### src/rtl/hs_pkg.sv
// Shared types and parameter-legality helpers for the 4-phase to synchronous FIFO bridge.
package hs_pkg;

  typedef enum logic {
    IDLE = 1'b0,
    ACK  = 1'b1
  } hs_state_e;

  localparam int MIN_DEPTH = 2;
  localparam int MIN_SYNC  = 2;

  function automatic bit depth_ok(input int depth);
    return (depth >= MIN_DEPTH) && ((depth & (depth - 1)) == 0);
  endfunction

  function automatic bit sync_ok(input int stages);
    return stages >= MIN_SYNC;
  endfunction

endpackage

### src/rtl/sync_ff.sv
// Multi-stage flop chain bringing an asynchronous level into the clk domain.
module sync_ff #(
  parameter int   STAGES  = 2,
  parameter logic RST_VAL = 1'b0
) (
  input  logic clk,
  input  logic rst,
  input  logic d_i,
  output logic q_o
);

  logic [STAGES-1:0] ff_q;

  always_ff @(posedge clk) begin
    if (rst) begin
      ff_q <= {STAGES{RST_VAL}};
    end else begin
      ff_q <= {ff_q[STAGES-2:0], d_i};
    end
  end

  assign q_o = ff_q[STAGES-1];

endmodule

### src/rtl/hs_to_sync.sv
// Captures 4-phase bundled-data handshakes into a first-word-fall-through FIFO.
// state | meaning
// IDLE  | a_i low, waiting for synchronized request with FIFO space
// ACK   | word captured, a_i high until the request drops
module hs_to_sync
  import hs_pkg::*;
#(
  parameter int N     = 1,
  parameter int DEPTH = 4,
  parameter int SYNC  = 2
) (
  input  logic                       clk,
  input  logic                       rst,
  input  logic                       r_i,
  output logic                       a_i,
  input  logic [N-1:0]               d_i,
  output logic                       valid_o,
  input  logic                       ready_o,
  output logic [N-1:0]               d_o,
  output logic [$clog2(DEPTH+1)-1:0] count_o
);

  localparam int AW = $clog2(DEPTH);
  localparam int CW = $clog2(DEPTH + 1);

  if (!depth_ok(DEPTH)) begin : g_bad_depth
    $error("hs_to_sync: DEPTH must be a power of 2 and >= 2");
  end
  if (!sync_ok(SYNC)) begin : g_bad_sync
    $error("hs_to_sync: SYNC must be >= 2");
  end

  logic          r_s;
  hs_state_e     state_q;
  logic          a_q;
  logic [N-1:0]  mem_q [DEPTH];
  logic [AW-1:0] wr_ptr_q, wr_ptr_d;
  logic [AW-1:0] rd_ptr_q, rd_ptr_d;
  logic [CW-1:0] count_q, count_d;
  logic          full, push, pop;

  sync_ff #(
    .STAGES  (SYNC),
    .RST_VAL (1'b0)
  ) u_sync (
    .clk (clk),
    .rst (rst),
    .d_i (r_i),
    .q_o (r_s)
  );

  // Full is judged on the registered count, so a same-cycle pop cannot unblock a write.
  assign full = (count_q == CW'(DEPTH));
  assign push = (state_q == IDLE) && r_s && !full;
  assign pop  = (count_q != '0) && ready_o;

  always_comb begin
    wr_ptr_d = wr_ptr_q;
    rd_ptr_d = rd_ptr_q;
    count_d  = count_q;
    if (push) wr_ptr_d = wr_ptr_q + AW'(1);
    if (pop)  rd_ptr_d = rd_ptr_q + AW'(1);
    unique case ({push, pop})
      2'b10:   count_d = count_q + CW'(1);
      2'b01:   count_d = count_q - CW'(1);
      default: count_d = count_q;
    endcase
  end

  always_ff @(posedge clk) begin
    if (rst) begin
      state_q <= IDLE;
      a_q     <= 1'b0;
    end else begin
      unique case (state_q)
        IDLE: begin
          if (push) begin
            state_q <= ACK;
            a_q     <= 1'b1;
          end
        end
        ACK: begin
          if (!r_s) begin
            state_q <= IDLE;
            a_q     <= 1'b0;
          end
        end
        default: begin
          state_q <= IDLE;
          a_q     <= 1'b0;
        end
      endcase
    end
  end

  always_ff @(posedge clk) begin
    if (rst) begin
      wr_ptr_q <= '0;
      rd_ptr_q <= '0;
      count_q  <= '0;
    end else begin
      wr_ptr_q <= wr_ptr_d;
      rd_ptr_q <= rd_ptr_d;
      count_q  <= count_d;
    end
  end

  always_ff @(posedge clk) begin
    if (push && !rst) mem_q[wr_ptr_q] <= d_i;
  end

  assign a_i     = a_q;
  assign valid_o = (count_q != '0);
  assign d_o     = mem_q[rd_ptr_q];
  assign count_o = count_q;

endmodule

### config.mk
export PLATFORM = sky130hd
export DESIGN_NAME = hs_to_sync
export DESIGN_NICKNAME = d
export VERILOG_FILES = /design/src/rtl/hs_pkg.sv /design/src/rtl/sync_ff.sv /design/src/rtl/hs_to_sync.sv
export SDC_FILE = /design/constraint.sdc
export NUM_CORES = 1
export LEC_CHECK = 0
export CAP_MARGIN = 20
export CELL_PAD_IN_SITES_DETAIL_PLACEMENT = 1
export CELL_PAD_IN_SITES_GLOBAL_PLACEMENT = 2
export CORE_AREA = 2 2 61 46
export CTS_CLUSTER_DIAMETER = 200
export DETAILED_ROUTE_END_ITERATION = 10
export DIE_AREA = 0 0 63 48
export PLACE_DENSITY_LB_ADDON = 0.1
export SYNTH_ARGS = -nofsm -noshare
export SYNTH_HDL_FRONTEND = slang
export SYNTH_HIERARCHICAL = 1
export SYNTH_SLANG_ARGS = --single-unit
### constraint.sdc
create_clock -name clk -period 2.5 [get_ports clk]
set_clock_uncertainty 0.1 [all_clocks]
set_input_delay 0.5 -clock clk [delete_from_list [all_inputs] [get_ports clk]]
set_output_delay 0.5 -clock clk [all_outputs]
set_load 0.02 [all_outputs]
==> impl_results.md, run 1 <==
* Post-DR vias/cell at 4.22
* Detail Route Antenna Nets at 0
* RSZ-0062 raised after global routing: no
* Via count at 502
* WP depth at 2
* Largest net degree at the start of global routing at 15
* Fin crit share at 90.1%
* Syn Std Cell Area at 773 um^2
* WP data required at 1.90 ns
* Number of fill cells at 280
* Die Span X at 63 um
* Post-synth cell types at 25
* Crit path max fanout at 1
* Async SR Flop Fraction at 0%
* Setup CP Type: flip-flop to output port
* Critical path cell sequence: mux4_2 -> clkdlybuf4s50_1
* CTS H-Tree Depth at 1
* Die Ht at 48 um
* EDFF count, synth at 4
* Total gr overflow at 0
* Clk sink count at 17
* Synthesis-stage register bit count at 17
* Maxcap violations at 0
* Hold_buf cts at 0
* GRT Resource Usage Total at 10.1%
* Residual DRC at 0
* CP bufs+invs at 1
* Antenna violations before repair at 0
* Vias in the first global route at 539
* Yosys top cell area share at 33.7%
* Worst slew pin tran at 0.293 ns
* Peak Freq at 444 MHz
* Count of final setup violators at 0
* Setup TNS Final at 0 ns
* Slowest CP cell: clkdlybuf4s50_1
* Crit-path leading delay family: buffers and inverters
* Hold EP: u_sync/ff_q[1]
* CP peak stage delay at 0.55 ns
* DR WL/cell at 10.5 um
* Leak at 0.352 nW
* Area of the multi-input gates at 359 um^2
* GP Congestion at 0.773
* Finished Cell Area at 968 um^2
* Placed Area at 942 um^2
* Slew headroom at 80.1%
* DRT iter0 DRCs at 2
* Avg Inst Size Synth at 11.4 um^2
* Count of buffers from port buffering at 10
* Critical path launch point type: flip-flop
* Post-synth top cells: dfxtp_1, inv_1, nor2_1
* Mapped Nets at 79
* Cell taking the most area after synthesis: dfxtp_1
* RR Startpoint: count_o[0]
* Final Hold Viols at 0
* Max clock buf depth at 2
* Core area at 0.00238 mm^2
* DP Wirelength at 1030 um
* Final net count at 97
* CTS root buf: clkbuf_4
* VDD IR max at 0.000296 V
* Power per cell area at 755 mW/mm^2
* Crit path time final at 2.25 ns
* R2R setup slack at 0.26 ns
* Register area share after synthesis at 49.2%
* First-pass GRT wire length at 2280 um
* Mapped Cells at 68
* Num CTS Buffers at 3
* Max Slew Vio Count at 0
* Register Area at 380 um^2
* # resized after CTS at 0
* Ant. Diodes at 0
* DRT Pass-1 Iters at 2
* HP Start: u_sync/ff_q[0]
* Syn. warnings at 6
* Critical path capture point type: output port
* Synth-to-layout area growth at 25.2%
* Hold Path Stages at 1
* Dominant cells by area after synthesis: dfxtp_1, edfxtp_1, ha_1, inv_1, nor2_1
* # Post-CTS Setup Buffers at 0
* I/O pins at 11
* Critical path arrival at 1.65 ns
* Layout cells sized above 1 at 15.3%
* Synth Flop Type: dfxtp_1
* Top-count cell post-synth: dfxtp_1
* TritonCTS clock tree: built
* Worst Hold Class: flip-flop to flip-flop
* # rows at 15
* Outcome: finished clean
* Reg2reg path depth at 9
* Clk_lat worst skew at 0.28 ns
* Reg-to-Reg End: count_o[2]
* Initial cell density of the core at 32.4%
* Final WL at 1250 um
* Clk slew on worst S/H paths at 0.09 ns
* Die area at 0.00302 mm^2
==> cells by family (layout without fill, tap and decap cells) <==
group                      Yosys count  in the layout  share of synthesized area (%)
muxes                                3              3                           6.15
AOI/OAI and AO/OA                    8              8                           6.96
and+or+nand+nor                     21             21                           18.1
buffers and inverters                9             26                           4.37
xor gates and xnor gates             4              4                           4.53
DFF                                 17             17                           49.2
adders and majority gates            6              6                           10.7
==> cell usage in the layout, fill, tap and decap left out, drive strengths merged <==
cell	count
o21ai	1
inv	8
clkdlybuf4s50	10
or3	2
xor2	3
mux2	1
fa	1
nor3	1
o311ai	1
mux4	1
o31a	1
o21a	1
a21oi	3
buf	4
xnor2	1
dfxtp	13
and2	4
nor2	8
a211oi	1
nand2b	2
nor4	1
edfxtp	4
nor3b	1
nor2b	2
mux2i	1
clkbuf	4
ha	5
==> metrics by stage <==
stage | cells | utilization, % | total power, W | hold slack, ns | worst slack, ns
after floorplan | 68 | - | 0.000496 | 0.314 | 0.252
after global routing | 119 | 40.6 | 0.000789 | 0.372 | 0.0808
after CTS | 119 | 40.6 | 0.000748 | 0.358 | 0.219
final | 119 | 40.6 | 0.000731 | 0.347 | 0.247
after global placement | 115 | 39.5 | 0.000602 | 0.318 | 0.0471
after detailed placement | 115 | 39.5 | 0.000604 | 0.333 | -0.0113
==> report_power, final <==
part	total, W	internal (W)	switching (W)
combinational	0.000244	0.000129	0.000115
clock	0.000140	0.0000619	0.0000778
sequential	0.000348	0.000311	0.0000365
total	0.000731	0.000502	0.000229
==> layer usage <==
layer  global-route usage (%)  part of all wire, %
met5                        0                    0
met4                     2.67                 0.80
met3                     4.24                  5.3
met2                     16.8                   43
met1                     12.6                   51
==> area by class of cell <==
| type | instances | share of cell area, % |
|---|---|---|
| sequential | 17 | 39.3 |
| multi-input combinational | 42 | 37.1 |
| timing repair buffer | 14 | 13.4 |
| tap | 34 | 4.39 |
| inverter | 8 | 3.10 |
| clock buffer | 4 | 2.71 |
==> worst reg2reg max path, stage by stage, from the launching register on <==
cell and delay (ns):
dfxtp_1 0.41, nor3b_4 0.32, nor3_4 0.09, inv_1 0.07, ha_1 0.16, inv_1 0.06, fa_1 0.37, xor2_1 0.16
or3_1 0.30, a21oi_1 0.14
==> how the worst max path moves through the flow <==
stage / start / endpoint / slack, ns
CTS: count_o[0] / count_o[2] / 0.22
finish: flip-flop / d_o / 0.25
detailed placement: ready_o / count_o[2] / -0.01
global route: count_o[0] / count_o[2] / 0.08
global placement: ready_o / count_o[2] / 0.05
floorplan: count_o[2] / count_o[2] / 0.25
No activity file was read; power rests on OpenSTA's default activity.
==> run 2, diff against run 1 <==
--- a/config.mk
+++ b/config.mk
@@ -13,6 +13,8 @@
 export DETAILED_ROUTE_END_ITERATION = 10
 export DIE_AREA = 0 0 63 48
 export PLACE_DENSITY_LB_ADDON = 0.1
+export SETUP_SLACK_MARGIN = 0.5
+export SLEW_MARGIN = 20
 export SYNTH_ARGS = -nofsm -noshare
 export SYNTH_HDL_FRONTEND = slang
 export SYNTH_HIERARCHICAL = 1
==> impl_results.md, run 2 (synthesized netlist as in run 1, its figures left out) <==
* Switching share of power at 32.6% (+1.2 points)
* Switch Pwr at 0.000261 W (+14%)
* Final net count at 103 (+6.2%)
* Critical path launch point type: flip-flop
* Ant. Diodes at 0 (unchanged)
* Outcome: finished clean
* Maxcap violations at 0 (unchanged)
* Die Ht at 48 um (unchanged)
* Clk_lat worst skew at 0.30 ns (+0.02 ns)
* WP data required at 2.63 ns (+0.73 ns)
* Detail Route Antenna Nets at 0 (unchanged)
* RSZ-0062 raised after global routing: yes
* Synth-to-layout area growth at 36.1%
* Worst Hold Class: flip-flop to flip-flop
* GRT Resource Usage Total at 11.3% (+1.1 points)
* Power per cell area at 763 mW/mm^2 (+1.0%)
* Leak at 0.432 nW (+23%)
* Count of final setup violators at 0 (unchanged)
* DP Wirelength at 1040 um (+0.93%)
* Die area at 0.00302 mm^2 (unchanged)
* Largest net degree at the start of global routing at 15 (unchanged)
* Clock power frac at 17.9% (-1.2 points)
* Fin crit share at 79.7% (-10 points)
* Initial cell density of the core at 32.4% (unchanged)
* Pwr Total at 0.000803 W (+9.7%)
* Num CTS Buffers at 3 (unchanged)
* Layout cells sized above 1 at 34.1% (+19 points)
* Power share of the sequential group at 43.2% (-4.3 points)
* Peak Freq at 502 MHz (+13%)
* Setup TNS Final at 0 ns (unchanged)
* # rows at 15 (unchanged)
* I/O pins at 11 (unchanged)
* Min Hold Slack at 0.350 ns (+0.00284 ns)
* DR WL/cell at 11.4 um (+8.1%)
* Max Slew Vio Count at 0 (unchanged)
* Crit path max fanout at 5 (+4)
* Crit path time final at 1.99 ns (-0.259 ns)
* Die Span X at 63 um (unchanged)
* DRT iter0 DRCs at 7 (+5)
* Most frequent cells in the layout: dfxtp_1, buf_4, nor2_1
* Count of buffers from port buffering at 10 (unchanged)
* Post-DR vias/cell at 4.34 (+3.0%)
* Combinational group share of total power at 38.9% (+5.5 points)
* VDD IR max at 0.000342 V (+16%)
* Hold_buf cts at 0 (unchanged)
* Slew headroom at 78.3% (-1.9 points)
* DRT Pass-1 Iters at 2 (unchanged)
* Max clock buf depth at 2 (unchanged)
* TritonCTS clock tree: built
* Clk slew on worst S/H paths at 0.10 ns (about the same)
* Final core occ at 44.1% (+3.5 points)
* Critical path arrival at 2.12 ns (+0.47 ns)
* First-pass GRT wire length at 2430 um (+6.4%)
* Setup CP Type: flip-flop to flip-flop
* Worst slew pin tran at 0.323 ns (+0.0302 ns)
* Antenna violations before repair at 0 (unchanged)
* Critical path capture point type: flip-flop
* CTS root buf: clkbuf_4
* CTS H-Tree Depth at 1 (unchanged)
* Vias in the first global route at 547 (+1.5%)
* Clk sink count at 17 (unchanged)
* Placed Area at 931 um^2 (-1.2%)
* Finished Cell Area at 0.00105 mm^2 (+8.7%)
* Total gr overflow at 0 (unchanged)
* Most common cell after layout, fill and taps aside: dfxtp_1
* Final Hold Viols at 0 (unchanged)
* GP Congestion at 0.684 (-12%)
* Core area at 0.00238 mm^2 (unchanged)
* Via count at 543 (+8.2%)
* Residual DRC at 0 (unchanged)
* Final WL at 1420 um (+14%)
* Internal cell power at 0.000541 W (+7.8%)
==> run 2: cell types whose count changed in the layout (fill, tap and decap cells not counted), moves of 2 or more <==
cell,before,now
inv_1,8,6
inv_2,0,2
clkbuf_2,0,2
clkdlybuf4s50_1,10,5
dfxtp_4,0,3
buf_4,4,9
dlymetal6s2s_1,0,2
dfxtp_1,13,10
==> run 2: power by group through the flow <==
stage	Clock (W)	Sequential, W	Combinational, W
after global routing	0.000163	0.000355	0.000343
after detailed placement	0	0.000361	0.000237
after floorplan	0	0.000367	0.000136
final	0.000144	0.000347	0.000312
after CTS	0.000154	0.000347	0.000298
after global placement	0	0.000360	0.000235
==> run 2: metal layers <==
metal | up-vias | GRT usage [%] | part of all wire (%)
li1 | 270 | - | -
met1 | 259 | 13.6 | 51
met2 | 10 | 17.7 | 43
met3 | 4 | 4.47 | 4.3
met4 | 0 | 6.67 | 1.6
met5 | - | 0 | 0
==> run 2: worst paths after layout <==
path                       start              to  slack [ns]  depth (start not counted)
setup / recovery      count_o[1]      count_o[2]        0.51                          9
hold / removal    u_sync/ff_q[0]  u_sync/ff_q[1]        0.35                          1
hold reg to reg   u_sync/ff_q[0]  u_sync/ff_q[1]        0.35                          1
setup reg to reg      count_o[1]      count_o[2]        0.51                          9
==> run 2: final cells by class <==
class | count | area, um^2
Clock inverter | 1 | 5.00
Timing Repair Buffer | 20 | 173
Clock buffer | 3 | 22.5
Sequential cell | 17 | 392
Inverter | 8 | 30.0
Multi-Input combinational cell | 42 | 388
Fill cell | 269 | 1330
Tap cell | 34 | 42.5
==> run 2: timing repair <==
item | in CTS | in global routing
pin swaps | 4 | 5
setup endpoints to repair | 4 | 6
gates resized for setup | 7 | 11
setup buffers | 9 | 0
==> run 2: worst max-delay path, stage by stage, from the launching register on <==
cell	delay, ns
dfxtp_4	0.37
nor3b_4	0.25
nor3_4	0.06
inv_2	0.07
ha_4	0.13
inv_2	0.03
fa_2	0.32
xor2_1	0.15
or3_1	0.31
a21oi_1	0.12
==> run 2: per-stage QoR <==
step	cells	setup WS (ns)
after detailed placement	112	0.0338
after floorplan	68	0.441
after global placement	112	0.0491
after global routing	125	0.385
after CTS	125	0.411
final	125	0.507
==> RTL edit 1: new RTL, settings of run 1 <==
`DEPTH`: 4 -> 8.
--- a/src/rtl/hs_to_sync.sv
+++ b/src/rtl/hs_to_sync.sv
@@ -7,5 +7,5 @@
 #(
   parameter int N     = 1,
-  parameter int DEPTH = 4,
+  parameter int DEPTH = 8,
   parameter int SYNC  = 2
 ) (
Interface: changed (resized count_o); port bits go from 11 to 12. No check against the original RTL was run, so the function may have changed too.
==> RTL edit 1 against run 1 <==
  * The run now ends with negative setup slack left
  * Routed wire length increased by 93%
  * Count of clock-buffer cells in the layout is 1 lower
  * Synthesized area rose by 43%
  * Sequential power grew 43%
  * Sequential cell count grew 8
  * Setup slack got worse by 0.26 ns
  * Total power is 53% higher
  * Cell area increased by 41%
==> RTL edit 1: results <==
{
  "routed-via-count": 786,
  "synth.distinct_cells": 35,
  "fin_cells": 152,
  "peakVddDrop_v": 0.000355,
  "syn-num-nets": 107,
  "reg2reg_depth": 10,
  "dp_cells": 144,
  "cts_resized": 2,
  "nets": 129,
  "cts_setup_buffers": 2,
  "setup_slack_ns": -0.0141,
  "post-place-ws_ns": -0.0383,
  "tightest_slew_ns": 0.397,
  "finalSetupViolations": 1,
  "pg_clk_uw": 178,
  "status": "complete, but fails checks",
  "post-dp-hpwl_mm": 1.71,
  "fill_cells": 267,
  "r2r_start": "count_o[1]",
  "p_total_mw": 1.12,
  "arrival_ns": 2.67,
  "yosysSeqAreaShare": 0.524,
  "critPathTopFamily": "simple AND/OR/NAND/NOR gates",
  "p_leak_nw": 0.511,
  "grt_pass1_vias": 769,
  "grt_first_pass_wirelength_mm": 3.72,
  "regArea_um2": 586,
  "clk-insertion-delay-late_ns": 0.32,
  "failed_checks": "negative setup slack",
  "synth_common_cells": "dfxtp_1 (17), nor2_1 (12), edfxtp_1 (8)",
  "drtPass1Iterations": 4,
  "layout-drive-gt1-share": 0.271
}
RTL edit 1: cell count changes in the layout (fill, tap and decap cells not counted), sizes merged, moves of 2 or more:
cell	change
dfxtp	+4
nand3	+2
nand2	+5
xor2	+2
and2	-4
a21oi	+2
nor2	+4
nor4b	+2
buf	+5
edfxtp	+4
clkinv	+2
o21ai	+2
inv	-6
RTL edit 1: through the flow:
step	TNS [ns]	hold slack [ns]
after CTS	0	0.365
after detailed placement	-0.0383	0.331
final	-0.0141	0.363
after global placement	0	0.326
after floorplan	0	0.314
after global routing	-0.140	0.387
RTL edit 1: layout make-up:
class	count	share of cell area
clock inverters	1	0.00366
inverters	3	0.0119
flip-flops and latches	25	0.428
repair buffers	20	0.129
clock buffers	3	0.0165
well taps	34	0.0311
multi-input cells	66	0.380
RTL edit 1: metal layers:
layer	part of all wire	global-route usage	up-vias	wire length (µm)
li1	-	-	386	-
met1	0.43	0.196	387	1040
met2	0.53	0.326	11	1270
met3	0.035	0.0588	2	85
met4	0.0058	0.0489	0	14
met5	0	0	-	0
RTL edit 1: worst max-delay path by stage:
stage	to	start
4_1_cts	count_o[2]	count_o[0]
5_1_grt	count_o[2]	count_o[1]
2_1_floorplan	count_o[2]	count_o[1]
3_5_place_dp	count_o[2]	ready_o
3_3_place_gp	count_o[2]	ready_o
6_report	count_o[2]	count_o[1]
RTL edit 1: cell families after synthesis:
| kind of cell | count (synthesis) | synth area share |
|---|---|---|
| flip-flops | 25 | 0.524 |
| adder cells (fa/ha/maj) | 5 | 0.0564 |
| AO/OA/AOI/OAI | 10 | 0.0542 |
| AND/OR/NAND/NOR | 39 | 0.208 |
| multiplexers | 6 | 0.0790 |
| buffers and inverters | 6 | 0.0316 |
| XOR/XNOR | 6 | 0.0474 |
==> RTL edit 2: new RTL, config.mk and constraints of run 1 <==
Without the edit above. Make the reset (`rst`) asynchronous in 3 clocked blocks.
--- a/src/rtl/sync_ff.sv
+++ b/src/rtl/sync_ff.sv
@@ -12,5 +12,5 @@
   logic [STAGES-1:0] ff_q;
 
-  always_ff @(posedge clk) begin
+  always_ff @(posedge clk or posedge rst) begin
     if (rst) begin
       ff_q <= {STAGES{RST_VAL}};
--- a/src/rtl/hs_to_sync.sv
+++ b/src/rtl/hs_to_sync.sv
@@ -68,5 +68,5 @@
   end
 
-  always_ff @(posedge clk) begin
+  always_ff @(posedge clk or posedge rst) begin
     if (rst) begin
       state_q <= IDLE;
@@ -94,5 +94,5 @@
   end
 
-  always_ff @(posedge clk) begin
+  always_ff @(posedge clk or posedge rst) begin
     if (rst) begin
       wr_ptr_q <= '0;
Behaviour: differs if rst is asserted again (counterexample within 4 cycles, from zero or initial values and one cycle with rst high); with rst held inactive, the same outputs for 10 cycles.
==> RTL edit 2 against run 1 <==
  * Cell area is 6.3% lower
  * Core utilization is 2.6 points lower
  * Setup slack worse by 0.17 ns
  * Sequential cell count is 2 lower
  * Non-clock buffer count stayed put
  * Routed wire length is 11% lower
  * Critical path type unchanged
  * Register-to-register slack worse by 0.07 ns
  * Via count is 16% lower
  * Synthesized area is 8.6% lower
  * Critical endpoint is now valid_o
  * Sequential share of layout area is 4.3 points higher
  * Count of clock-buffer cells in the layout is 1 lower
Power is not compared: it rests on default switching activity, and its combinational part moved more than twofold at a synthesized area within 25%.
==> RTL edit 2: results <==
{
  "synth_common_cells": "dfrtp_1 (11), inv_1 (9), ha_1 (5)",
  "grt_first_pass_wirelength_mm": 2.02,
  "r2r_slack_ns": 0.19,
  "gp_congestion": 0.709,
  "via_per_inst": 3.96,
  "wire_per_inst_um": 10.5,
  "layout-drive-gt1-share": 0.194,
  "relSlewSlack": 0.855,
  "grt_max_degree": 10,
  "top_register": "mem_q",
  "synth.distinct_cells": 19,
  "hold_depth": 0,
  "status": "complete, no violations",
  "synthArstFlopShare": 0.733,
  "worstPathMaxFanout": 5,
  "arrival_ns": 1.82,
  "synth_edf_count": 4,
  "post-dp-hpwl_um": 904,
  "grt_usage": 0.0933,
  "fill_cells": 268,
  "yosys-top-cells-area": "dfrtp_1 (39%), edfxtp_1 (17%), ha_1 (8.8%)",
  "nets": 84,
  "rr_endpoint": "count_o[2]",
  "whs_endpoint": "u_sync/ff_q[1]",
  "min_from": "u_sync/ff_q[0]",
  "reg2reg_depth": 9,
  "syn-num-nets": 65,
  "cts_resized": 0,
  "yosysSeqAreaShare": 0.559,
  "synth_ff_type": "dfrtp_1",
  "grt_pass1_vias": 444,
  "critical_path.startpoint": "count_o[0]"
}
-- RTL edit 2: cell families after synthesis --
| logic type | after synthesis | share of synthesized area |
|---|---|---|
| AOI/OAI and AO/OA | 4 | 0.0389 |
| xor gates and xnor gates | 6 | 0.0743 |
| adders and majority gates | 6 | 0.117 |
| buffers and inverters | 9 | 0.0478 |
| DFF | 15 | 0.559 |
| muxes | 2 | 0.0531 |
| and+or+nand+nor | 12 | 0.110 |
-- RTL edit 2: where the power goes --
part / switching, mW / leakage (nW) / total [mW] / internal [mW]
logic: 0.234 / 0.220 / 0.491 / 0.257
registers: 0.0504 / 0.165 / 0.380 / 0.330
clock network: 0.0776 / 0.0177 / 0.137 / 0.0595
-- RTL edit 2: worst max-delay path by stage --
stage                 endpoint  slack [ns]  depth (start not counted)
floorplan           count_o[2]        0.19                          9
global placement    count_o[2]        0.15                          8
detailed placement  count_o[2]        0.15                          8
CTS                    valid_o        0.06                          3
global route           valid_o        0.03                          3
finish                 valid_o        0.08                          3
-- RTL edit 2: area by class of cell --
| class | count | share of cell area |
|---|---|---|
| Multi-Input combinational cell | 30 | 0.306 |
| Clock inverter | 1 | 0.00552 |
| Timing Repair Buffer | 14 | 0.143 |
| Sequential cell | 15 | 0.436 |
| Inverter | 9 | 0.0372 |
| Clock buffer | 3 | 0.0248 |
| Tap cell | 34 | 0.0469 |
-- RTL edit 2: layer usage --
layer	vias up	routed length (µm)	global-route usage	part of all wire
li1	210	-	-	-
met1	196	575	0.113	0.52
met2	11	448	0.149	0.40
met3	3	76	0.0424	0.068
met4	0	14	0.0400	0.013
met5	-	0	0	0
-- RTL edit 2: critical path: stages (launching register included) --
cell             delay [ns]
dfrtp_1                0.38
buf_4                  0.15
or3_2                  0.46
clkdlybuf4s50_1        0.54
-- RTL edit 2: through the flow --
step	util	cells	instance area [µm²]	worst slack [ns]	hold slack, ns
2_1_floorplan	-	54	707	0.191	0.141
3_3_place_gp	0.369	102	880	0.155	0.241
3_5_place_dp	0.369	102	880	0.146	0.251
4_1_cts	0.381	106	907	0.0563	0.272
5_1_grt	0.381	106	907	0.0324	0.285
6_report	0.381	106	907	0.0790	0.269
